### src/rtl/shift_arbiter_seq_pkg.sv
// shift_arbiter_seq_pkg: shared types and constants for the serial shift arbiter.
//   - state encoding for the arbiter FSM
//   - requester ID constants
//   - default DATA_W / SHAMT_W / STEP
//   - latched per-operation control payload
// Optional feature macro used by the top: SHIFT_ARB_PERF_EN.
package shift_arbiter_seq_pkg;

  localparam int unsigned DATA_W_DEF  = 32;
  localparam int unsigned SHAMT_W_DEF = 5;
  localparam int unsigned STEP_DEF    = 8;

  typedef enum logic [1:0] {
    IDLE  = 2'd0,
    SHIFT = 2'd1,
    DONE  = 2'd2
  } state_e;

  localparam logic REQ_ALU  = 1'b0;
  localparam logic REQ_ADDR = 1'b1;

  // Control bits captured with an accepted operation.
  typedef struct packed {
    logic left;
    logic logical;
    logic id;
  } op_ctl_t;

endpackage

### src/rtl/shift_arbiter_seq_if.sv
// shift_arbiter_seq_if: request/response bus of the serial shift arbiter.
//   master modport: requesters + result consumer (drive valids, operands, resp_ready)
//   slave  modport: the arbiter (drives readys and the response)
// Signals: req{0,1}_{valid,ready,data,shamt,left,logical}, resp_{valid,ready,data,id}.
interface shift_arbiter_seq_if
  import shift_arbiter_seq_pkg::*;
#(
  parameter int unsigned DATA_W  = DATA_W_DEF,
  parameter int unsigned SHAMT_W = SHAMT_W_DEF
);

  logic               req0_valid;
  logic               req0_ready;
  logic [DATA_W-1:0]  req0_data;
  logic [SHAMT_W-1:0] req0_shamt;
  logic               req0_left;
  logic               req0_logical;

  logic               req1_valid;
  logic               req1_ready;
  logic [DATA_W-1:0]  req1_data;
  logic [SHAMT_W-1:0] req1_shamt;
  logic               req1_left;
  logic               req1_logical;

  logic               resp_valid;
  logic               resp_ready;
  logic [DATA_W-1:0]  resp_data;
  logic               resp_id;

  modport master (
    output req0_valid, req0_data, req0_shamt, req0_left, req0_logical,
    output req1_valid, req1_data, req1_shamt, req1_left, req1_logical,
    output resp_ready,
    input  req0_ready, req1_ready,
    input  resp_valid, resp_data, resp_id
  );

  modport slave (
    input  req0_valid, req0_data, req0_shamt, req0_left, req0_logical,
    input  req1_valid, req1_data, req1_shamt, req1_left, req1_logical,
    input  resp_ready,
    output req0_ready, req1_ready,
    output resp_valid, resp_data, resp_id
  );

endinterface

### src/rtl/shift_step_core.sv
// shift_step_core: one serial step of the shared shifter (combinational).
// Ports:
//   i_acc        current accumulator
//   i_k          bits to shift this step (0..STEP)
//   i_left       1 = left
//   i_logical    1 = logical, 0 = arithmetic
//   o_acc_nxt_c  accumulator after this step
// Arithmetic-left leaves the accumulator untouched; arithmetic-right steps
// compose exactly because each step refills with the current sign bit.
module shift_step_core #(
  parameter int unsigned DATA_W = 32,
  parameter int unsigned KW     = 4
) (
  input  logic [DATA_W-1:0] i_acc,
  input  logic [KW-1:0]     i_k,
  input  logic              i_left,
  input  logic              i_logical,
  output logic [DATA_W-1:0] o_acc_nxt_c
);

  // Per-step shift by direction/type
  always_comb begin
    o_acc_nxt_c = i_acc;
    if (i_logical) begin
      if (i_left) o_acc_nxt_c = i_acc << i_k;
      else        o_acc_nxt_c = i_acc >> i_k;
    end else if (!i_left) begin
      o_acc_nxt_c = DATA_W'($signed(i_acc) >>> i_k);
    end
  end

endmodule

### src/rtl/shift_arbiter_seq.sv
// shift_arbiter_seq: two-requester round-robin arbiter in front of a serial
// shifter that moves at most STEP bits per cycle.
// Ports:
//   clk          clock, rising edge
//   rst          synchronous active-high reset
//   bus          shift_arbiter_seq_if.slave (request ports, response port)
//   busy_cycles  [31:0] saturating count of non-IDLE cycles   (SHIFT_ARB_PERF_EN)
//   grants1      [15:0] wrapping count of requester-1 grants  (SHIFT_ARB_PERF_EN)
// Readys are combinational: only in IDLE, at most one, and low during reset.
// The round-robin pointer advances only when a response is consumed.
module shift_arbiter_seq
  import shift_arbiter_seq_pkg::*;
#(
  parameter int unsigned DATA_W  = DATA_W_DEF,
  parameter int unsigned SHAMT_W = SHAMT_W_DEF,
  parameter int unsigned STEP    = STEP_DEF
) (
  input  logic                     clk,
  input  logic                     rst,
  shift_arbiter_seq_if.slave       bus
`ifdef SHIFT_ARB_PERF_EN
  ,
  output logic [31:0]              busy_cycles,
  output logic [15:0]              grants1
`endif
);

  localparam int unsigned KW = $clog2(STEP) + 1;

  state_e             r_state;
  state_e             w_state_nxt;
  logic               r_rr_ptr;
  logic [DATA_W-1:0]  r_acc;
  logic [SHAMT_W-1:0] r_rem;
  op_ctl_t            r_ctl;
  logic               r_resp_valid;
  logic [DATA_W-1:0]  r_resp_data;
  logic               r_resp_id;

  logic               w_grant0;
  logic               w_grant1;
  logic               w_accept;
  logic [DATA_W-1:0]  w_in_data;
  logic [SHAMT_W-1:0] w_in_shamt;
  op_ctl_t            w_in_ctl;
  logic [KW-1:0]      w_k;
  logic [SHAMT_W-1:0] w_rem_nxt;
  logic [DATA_W-1:0]  w_acc_step;

  // State register
  always_ff @(posedge clk) begin
    if (rst) r_state <= IDLE;
    else     r_state <= w_state_nxt;
  end

  // Next-state logic
  always_comb begin
    w_state_nxt = r_state;
    case (r_state)
      IDLE: begin
        if (w_accept) w_state_nxt = (w_in_shamt != '0) ? SHIFT : DONE;
      end
      SHIFT: begin
        if (w_rem_nxt == '0) w_state_nxt = DONE;
      end
      DONE: begin
        if (bus.resp_ready) w_state_nxt = IDLE;
      end
      default: w_state_nxt = IDLE;
    endcase
  end

  // Grant outputs: single requester wins outright, contention goes to r_rr_ptr
  always_comb begin
    w_grant0 = 1'b0;
    w_grant1 = 1'b0;
    if (r_state == IDLE && !rst) begin
      if (bus.req0_valid && (!bus.req1_valid || r_rr_ptr == REQ_ALU)) w_grant0 = 1'b1;
      else if (bus.req1_valid)                                        w_grant1 = 1'b1;
    end
  end

  assign w_accept       = w_grant0 | w_grant1;
  assign bus.req0_ready = w_grant0;
  assign bus.req1_ready = w_grant1;

  // Operand mux for the granted requester
  always_comb begin
    w_in_data        = bus.req0_data;
    w_in_shamt       = bus.req0_shamt;
    w_in_ctl.left    = bus.req0_left;
    w_in_ctl.logical = bus.req0_logical;
    w_in_ctl.id      = REQ_ALU;
    if (w_grant1) begin
      w_in_data        = bus.req1_data;
      w_in_shamt       = bus.req1_shamt;
      w_in_ctl.left    = bus.req1_left;
      w_in_ctl.logical = bus.req1_logical;
      w_in_ctl.id      = REQ_ADDR;
    end
  end

  // Step size k = min(rem, STEP); compared at 32 bits so STEP == DATA_W works
  always_comb begin
    w_k = KW'(STEP);
    if (32'(r_rem) < STEP) w_k = KW'(r_rem);
  end

  assign w_rem_nxt = r_rem - SHAMT_W'(w_k);

  shift_step_core #(
    .DATA_W (DATA_W),
    .KW     (KW)
  ) u_step (
    .i_acc       (w_acc_step_src()),
    .i_k         (w_k),
    .i_left      (r_ctl.left),
    .i_logical   (r_ctl.logical),
    .o_acc_nxt_c (w_acc_step)
  );

  function automatic logic [DATA_W-1:0] w_acc_step_src();
    return r_acc;
  endfunction

  // Datapath and response registers
  always_ff @(posedge clk) begin
    if (rst) begin
      r_rr_ptr     <= REQ_ALU;
      r_acc        <= '0;
      r_rem        <= '0;
      r_ctl        <= '0;
      r_resp_valid <= 1'b0;
      r_resp_data  <= '0;
      r_resp_id    <= 1'b0;
    end else begin
      case (r_state)
        IDLE: begin
          if (w_accept) begin
            r_acc <= w_in_data;
            r_rem <= w_in_shamt;
            r_ctl <= w_in_ctl;
            // Zero shift goes straight to DONE with the operand as result
            if (w_in_shamt == '0) begin
              r_resp_valid <= 1'b1;
              r_resp_data  <= w_in_data;
              r_resp_id    <= w_in_ctl.id;
            end
          end
        end
        SHIFT: begin
          r_acc <= w_acc_step;
          r_rem <= w_rem_nxt;
          if (w_rem_nxt == '0) begin
            r_resp_valid <= 1'b1;
            r_resp_data  <= w_acc_step;
            r_resp_id    <= r_ctl.id;
          end
        end
        DONE: begin
          if (bus.resp_ready) begin
            r_resp_valid <= 1'b0;
            r_rr_ptr     <= ~r_ctl.id;
          end
        end
        default: ;
      endcase
    end
  end

  assign bus.resp_valid = r_resp_valid;
  assign bus.resp_data  = r_resp_data;
  assign bus.resp_id    = r_resp_id;

`ifdef SHIFT_ARB_PERF_EN
  logic [31:0] r_busy_cycles;
  logic [15:0] r_grants1;

  // Busy-cycle counter saturates; requester-1 grant counter wraps
  always_ff @(posedge clk) begin
    if (rst) begin
      r_busy_cycles <= '0;
      r_grants1     <= '0;
    end else begin
      if (r_state != IDLE && r_busy_cycles != 32'hFFFF_FFFF)
        r_busy_cycles <= r_busy_cycles + 32'd1;
      if (w_grant1)
        r_grants1 <= r_grants1 + 16'd1;
    end
  end

  assign busy_cycles = r_busy_cycles;
  assign grants1     = r_grants1;
`endif

endmodule

### src/flat_wrapper.sv
// flat-port wrapper written by rule: the top's interface ports become plain ports
module shift_arbiter_seq_flat import shift_arbiter_seq_pkg::*;
#(
  parameter int unsigned DATA_W  = DATA_W_DEF,
  parameter int unsigned SHAMT_W = SHAMT_W_DEF,
  parameter int unsigned STEP    = STEP_DEF
)
  (clk, rst, bus_req0_valid, bus_req0_data, bus_req0_shamt, bus_req0_left, bus_req0_logical, bus_req1_valid, bus_req1_data, bus_req1_shamt, bus_req1_left, bus_req1_logical, bus_resp_ready, bus_req0_ready, bus_req1_ready, bus_resp_valid, bus_resp_data, bus_resp_id);
  shift_arbiter_seq_if #(.DATA_W(DATA_W), .SHAMT_W(SHAMT_W)) bus_i ();
  input  logic clk;
  input  logic rst;
  input wire logic [$bits(bus_i.req0_valid)-1:0] bus_req0_valid;
  input wire logic [$bits(bus_i.req0_data)-1:0] bus_req0_data;
  input wire logic [$bits(bus_i.req0_shamt)-1:0] bus_req0_shamt;
  input wire logic [$bits(bus_i.req0_left)-1:0] bus_req0_left;
  input wire logic [$bits(bus_i.req0_logical)-1:0] bus_req0_logical;
  input wire logic [$bits(bus_i.req1_valid)-1:0] bus_req1_valid;
  input wire logic [$bits(bus_i.req1_data)-1:0] bus_req1_data;
  input wire logic [$bits(bus_i.req1_shamt)-1:0] bus_req1_shamt;
  input wire logic [$bits(bus_i.req1_left)-1:0] bus_req1_left;
  input wire logic [$bits(bus_i.req1_logical)-1:0] bus_req1_logical;
  input wire logic [$bits(bus_i.resp_ready)-1:0] bus_resp_ready;
  output wire logic [$bits(bus_i.req0_ready)-1:0] bus_req0_ready;
  output wire logic [$bits(bus_i.req1_ready)-1:0] bus_req1_ready;
  output wire logic [$bits(bus_i.resp_valid)-1:0] bus_resp_valid;
  output wire logic [$bits(bus_i.resp_data)-1:0] bus_resp_data;
  output wire logic [$bits(bus_i.resp_id)-1:0] bus_resp_id;
  assign bus_i.req0_valid = bus_req0_valid;
  assign bus_i.req0_data = bus_req0_data;
  assign bus_i.req0_shamt = bus_req0_shamt;
  assign bus_i.req0_left = bus_req0_left;
  assign bus_i.req0_logical = bus_req0_logical;
  assign bus_i.req1_valid = bus_req1_valid;
  assign bus_i.req1_data = bus_req1_data;
  assign bus_i.req1_shamt = bus_req1_shamt;
  assign bus_i.req1_left = bus_req1_left;
  assign bus_i.req1_logical = bus_req1_logical;
  assign bus_i.resp_ready = bus_resp_ready;
  assign bus_req0_ready = bus_i.req0_ready;
  assign bus_req1_ready = bus_i.req1_ready;
  assign bus_resp_valid = bus_i.resp_valid;
  assign bus_resp_data = bus_i.resp_data;
  assign bus_resp_id = bus_i.resp_id;
  shift_arbiter_seq #(.DATA_W(DATA_W), .SHAMT_W(SHAMT_W), .STEP(STEP)) u_core (.clk(clk), .rst(rst), .bus(bus_i));
endmodule
### config.mk
export PLATFORM = sky130hd
export DESIGN_NAME = shift_arbiter_seq_flat
export DESIGN_NICKNAME = d
export VERILOG_FILES = /design/src/rtl/shift_arbiter_seq_pkg.sv /design/src/rtl/shift_arbiter_seq_if.sv /design/src/rtl/shift_step_core.sv /design/src/rtl/shift_arbiter_seq.sv /design/src/flat_wrapper.sv
export SDC_FILE = /design/constraint.sdc
export NUM_CORES = 1
export LEC_CHECK = 0
export ABC_AREA = 1
export CAP_MARGIN = 20
export CORE_MARGIN = 5
export CORE_UTILIZATION = 30
export CTS_CLUSTER_DIAMETER = 200
export DETAILED_ROUTE_END_ITERATION = 16
export HOLD_SLACK_MARGIN = 0.1
export PLACE_DENSITY = 0.52
export SYNTH_ARGS = -nofsm -noshare
export SYNTH_HDL_FRONTEND = slang
export SYNTH_SLANG_ARGS = --single-unit
### constraint.sdc
create_clock -name clk -period 4.8 [get_ports clk]
set_input_delay 0.72 -clock clk [delete_from_list [all_inputs] [get_ports clk]]
set_output_delay 0.72 -clock clk [all_outputs]
set_load 0.05 [all_outputs]
==> flow_metrics.py <==
metrics = {
    "run_status": {
        "outcome": "finished, final reports clean",
    },
    "power_and_ir_drop": {
        "switching_share": 0.5786,
        "p_switching_mw": 3.246,
        "seq_power_share": 0.200,
        "comb_power_share": 0.674,
        "peakVddDrop_mv": 0.2676,
        "powerDensity_nw_per_um2": 640.4,
        "power.internal_mw": 2.365,
        "clock_power_share": 0.126,
        "p_leak_nw": 4.063,
    },
    "placed_design": {
        "port_buffers": 118,
        "place_area_um2": 8463,
        "place_congestion": 0.9384,
        "hpwl_mm": 22.95,
    },
    "sta": {
        "worst_pin_slew_ns": 1.041,
        "slew_headroom": 0.3055,
        "slew_violations": 0,
        "setup_viol": 0,
        "rsz0062_at_grt": "no",
        "setup-tns-final_ns": 0,
        "hold_viol_final": 0,
        "max_freq_ghz": 0.2970,
        "fin_crit_ns": 3.367,
        "fin_crit_sh": 0.7015,
        "clock_skew_ns": 0.009894,
    },
    "global_route": {
        "first_global_vias": 8257,
        "grt_max_degree": 65,
        "grt_first_pass_wirelength_mm": 47.89,
        "top_usage_layer": "met2",
        "use_met3": 0.05270,
        "use_met2": 0.3463,
        "met1_usage": 0.3239,
        "track_usage": 0.2270,
        "grt_overflow": 0,
        "antenna_found_initial": 0,
    },
    "critical_path": {
        "path_class": "input port to register",
        "slowest_delay_ns": 0.81,
        "endpoint_kind": "register",
        "cp_cell_sequence": "clkdlybuf4s50_1 > inv_6 > nand2_2 > nor2_4 > nand2_2 > o21ai_0 > and2_1 > nand3_2 > a21oi_4 > nand3_1 > nand2_1 > inv_1",
        "reg2reg_depth": 12,
        "worstPathMaxFanout": 33,
        "critPathSlowestCell": "a21oi_4",
        "path_common_cell": "nand2_2",
        "cp_data_required_time_ns": 5.05,
        "cp-start-kind": "input port",
        "timing.critical_path.arrival_ns": 3.62,
    },
    "synth": {
        "ys_ff_latch": 77,
        "async_flop_share": 0,
        "yosysWarningCount": 0,
        "synth.distinct_cells": 39,
        "yosys-top-cells-count": "nand2_1 (388), nand3_1 (289), nor2_1 (107)",
        "synth_edf_count": 0,
        "ys.flop_type": "dfxtp_1",
        "avgSynthCellArea_um2": 5.475,
        "synth_area_um2": 7101,
        "synth_top_area_frac": 0.2171,
        "synth.most_common_cell": "nand2_1",
        "synthTopCellsByArea": "dfxtp_1 (22%), nand2_1 (21%), nand3_1 (20%)",
        "synth_cells": 1297,
        "yosys.area.top_type": "dfxtp_1",
        "syn-num-nets": 1384,
        "ys_seq_area_frac": 0.2171,
    },
    "clocking": {
        "cts_tree": "yes",
        "clkTransAtPathRegs_ns": 0.06,
        "postCtsSetupRepairBufs": 0,
        "cts_inserted_buffers": 9,
        "cts_htree_levels": 3,
        "insertion_delay_ns": 0.35,
        "cts_buffer_depth": 2,
        "ctsResizeCount": 0,
        "cts-root-buf": "clkbuf_16",
        "clock-sinks": 77,
        "holdBufCountCts": 0,
    },
    "layout": {
        "nets": 1453,
        "diodes": 0,
        "n_fill_cell": 2727,
        "design_area_um2": 8762,
        "area_growth_pct": 23.40,
        "drive_gt1_frac": 0.05470,
    },
    "floorplan": {
        "die_x_um": 163.8,
        "io_pins": 119,
        "die-area_um2": 26850,
        "core_area_um2": 23400,
        "chipHeight_um": 163.8,
        "start_util": 0.3034,
        "num_rows": 56,
    },
    "routing": {
        "routed_via_density": 5.254,
        "dr.pass1.iters": 6,
        "routed_wl_mm": 31.13,
        "avgRoutedWirePerCell_um": 18.42,
        "drtIter0Drc": 927,
        "routed-via-count": 8880,
        "postRouteAntennaNets": 0,
        "drc_errors": 0,
    },
    "hold_path": {
        "hold_depth": 2,
        "hold_path_class": "register to register",
    },
    "flow_run": {
        "cap_viol_max_count": 0,
    },
}
[cells in the final DEF, fill, tap and decap left out, types with 16 or more instances in the layout]
| cell type | netlist | final |
|---|---|---|
| nand2_1 | 388 | 386 |
| inv_1 | 105 | 105 |
| nand3_1 | 289 | 289 |
| buf_4 | 1 | 22 |
| o21ai_1 | 16 | 16 |
| clkdlybuf4s50_1 | 0 | 117 |
| dfxtp_1 | 77 | 77 |
| nor2_1 | 107 | 105 |
| o21ai_0 | 87 | 87 |
| a21oi_1 | 66 | 66 |
[metrics by stage]
step	utilization	power [mW]	setup slack [ns]	cells	hold slack [ns]
after floorplan	-	3.672	1.906	1297	0.4239
after global routing	0.3744	6.065	1.172	1690	0.4961
after detailed placement	0.3616	4.835	1.032	1674	0.4624
after global placement	0.3616	4.870	1.176	1674	0.4458
after CTS	0.3744	5.562	1.399	1690	0.4768
final	0.3744	5.611	1.433	1690	0.4716
[routing by layer]
metal / wire, um / vias to the layer above
met3: 2638 / 45
met4: 598 / 0
met2: 13380 / 366
li1: - / 4433
met5: 0 / -
met1: 14510 / 4036
[logic make-up after synthesis]
kind of cell | Yosys count | share of synthesized area
compound gates | 216 | 0.1713
other cells | 1 | 0.0005281
fa+ha+maj | 4 | 0.007049
flops | 77 | 0.2171
simple gates | 807 | 0.4881
buf+inv | 192 | 0.1159
[flip-flops by register name (all words and copies together), names as in the netlist]
signal	flops
u_core.bus.resp_data	32
u_core.r_acc	32
u_core.r_rem	5
u_core.r_ctl	3
u_core.r_state	2
u_core.bus.resp_id	1
u_core.bus.resp_valid	1
u_core.r_rr_ptr	1
[cell type report]
class | count | area, um2 | share of cell area
Multi-Input combinational cell | 1028 | 4748 | 0.5419
Sequential cell | 77 | 1541 | 0.1759
Timing Repair Buffer | 140 | 1356 | 0.1548
Inverter | 110 | 417.9 | 0.04769
Tap cell | 319 | 399.1 | 0.04555
Clock buffer | 10 | 229.0 | 0.02613
Clock inverter | 6 | 70.07 | 0.007997
[critical path: cells and delay by family]
kind | cells | cell delay, ns
compound gates | 2 | 1.16
buf+inv | 3 | 0.61
simple gates | 7 | 1.10
[power groups by stage]
stage | clock (mW) | combinational [mW] | sequential [mW]
finish | 0.706 | 3.78 | 1.12
global route | 0.752 | 4.17 | 1.14
CTS | 0.725 | 3.73 | 1.11
detailed placement | 0 | 3.71 | 1.12
global placement | 0 | 3.74 | 1.13
floorplan | 0 | 2.49 | 1.18
[worst paths after layout]
path | endpoint | start | slack, ns
setup / recovery | u_core.bus.resp_data[4] | rst | 1.43
hold / removal | u_core.bus.resp_valid | u_core.bus.resp_valid | 0.47
setup reg to reg | u_core.bus.resp_data[4] | u_core.r_state[1] | 1.60
hold reg to reg | u_core.bus.resp_valid | u_core.bus.resp_valid | 0.47
(Power assumes the default switching activity.)
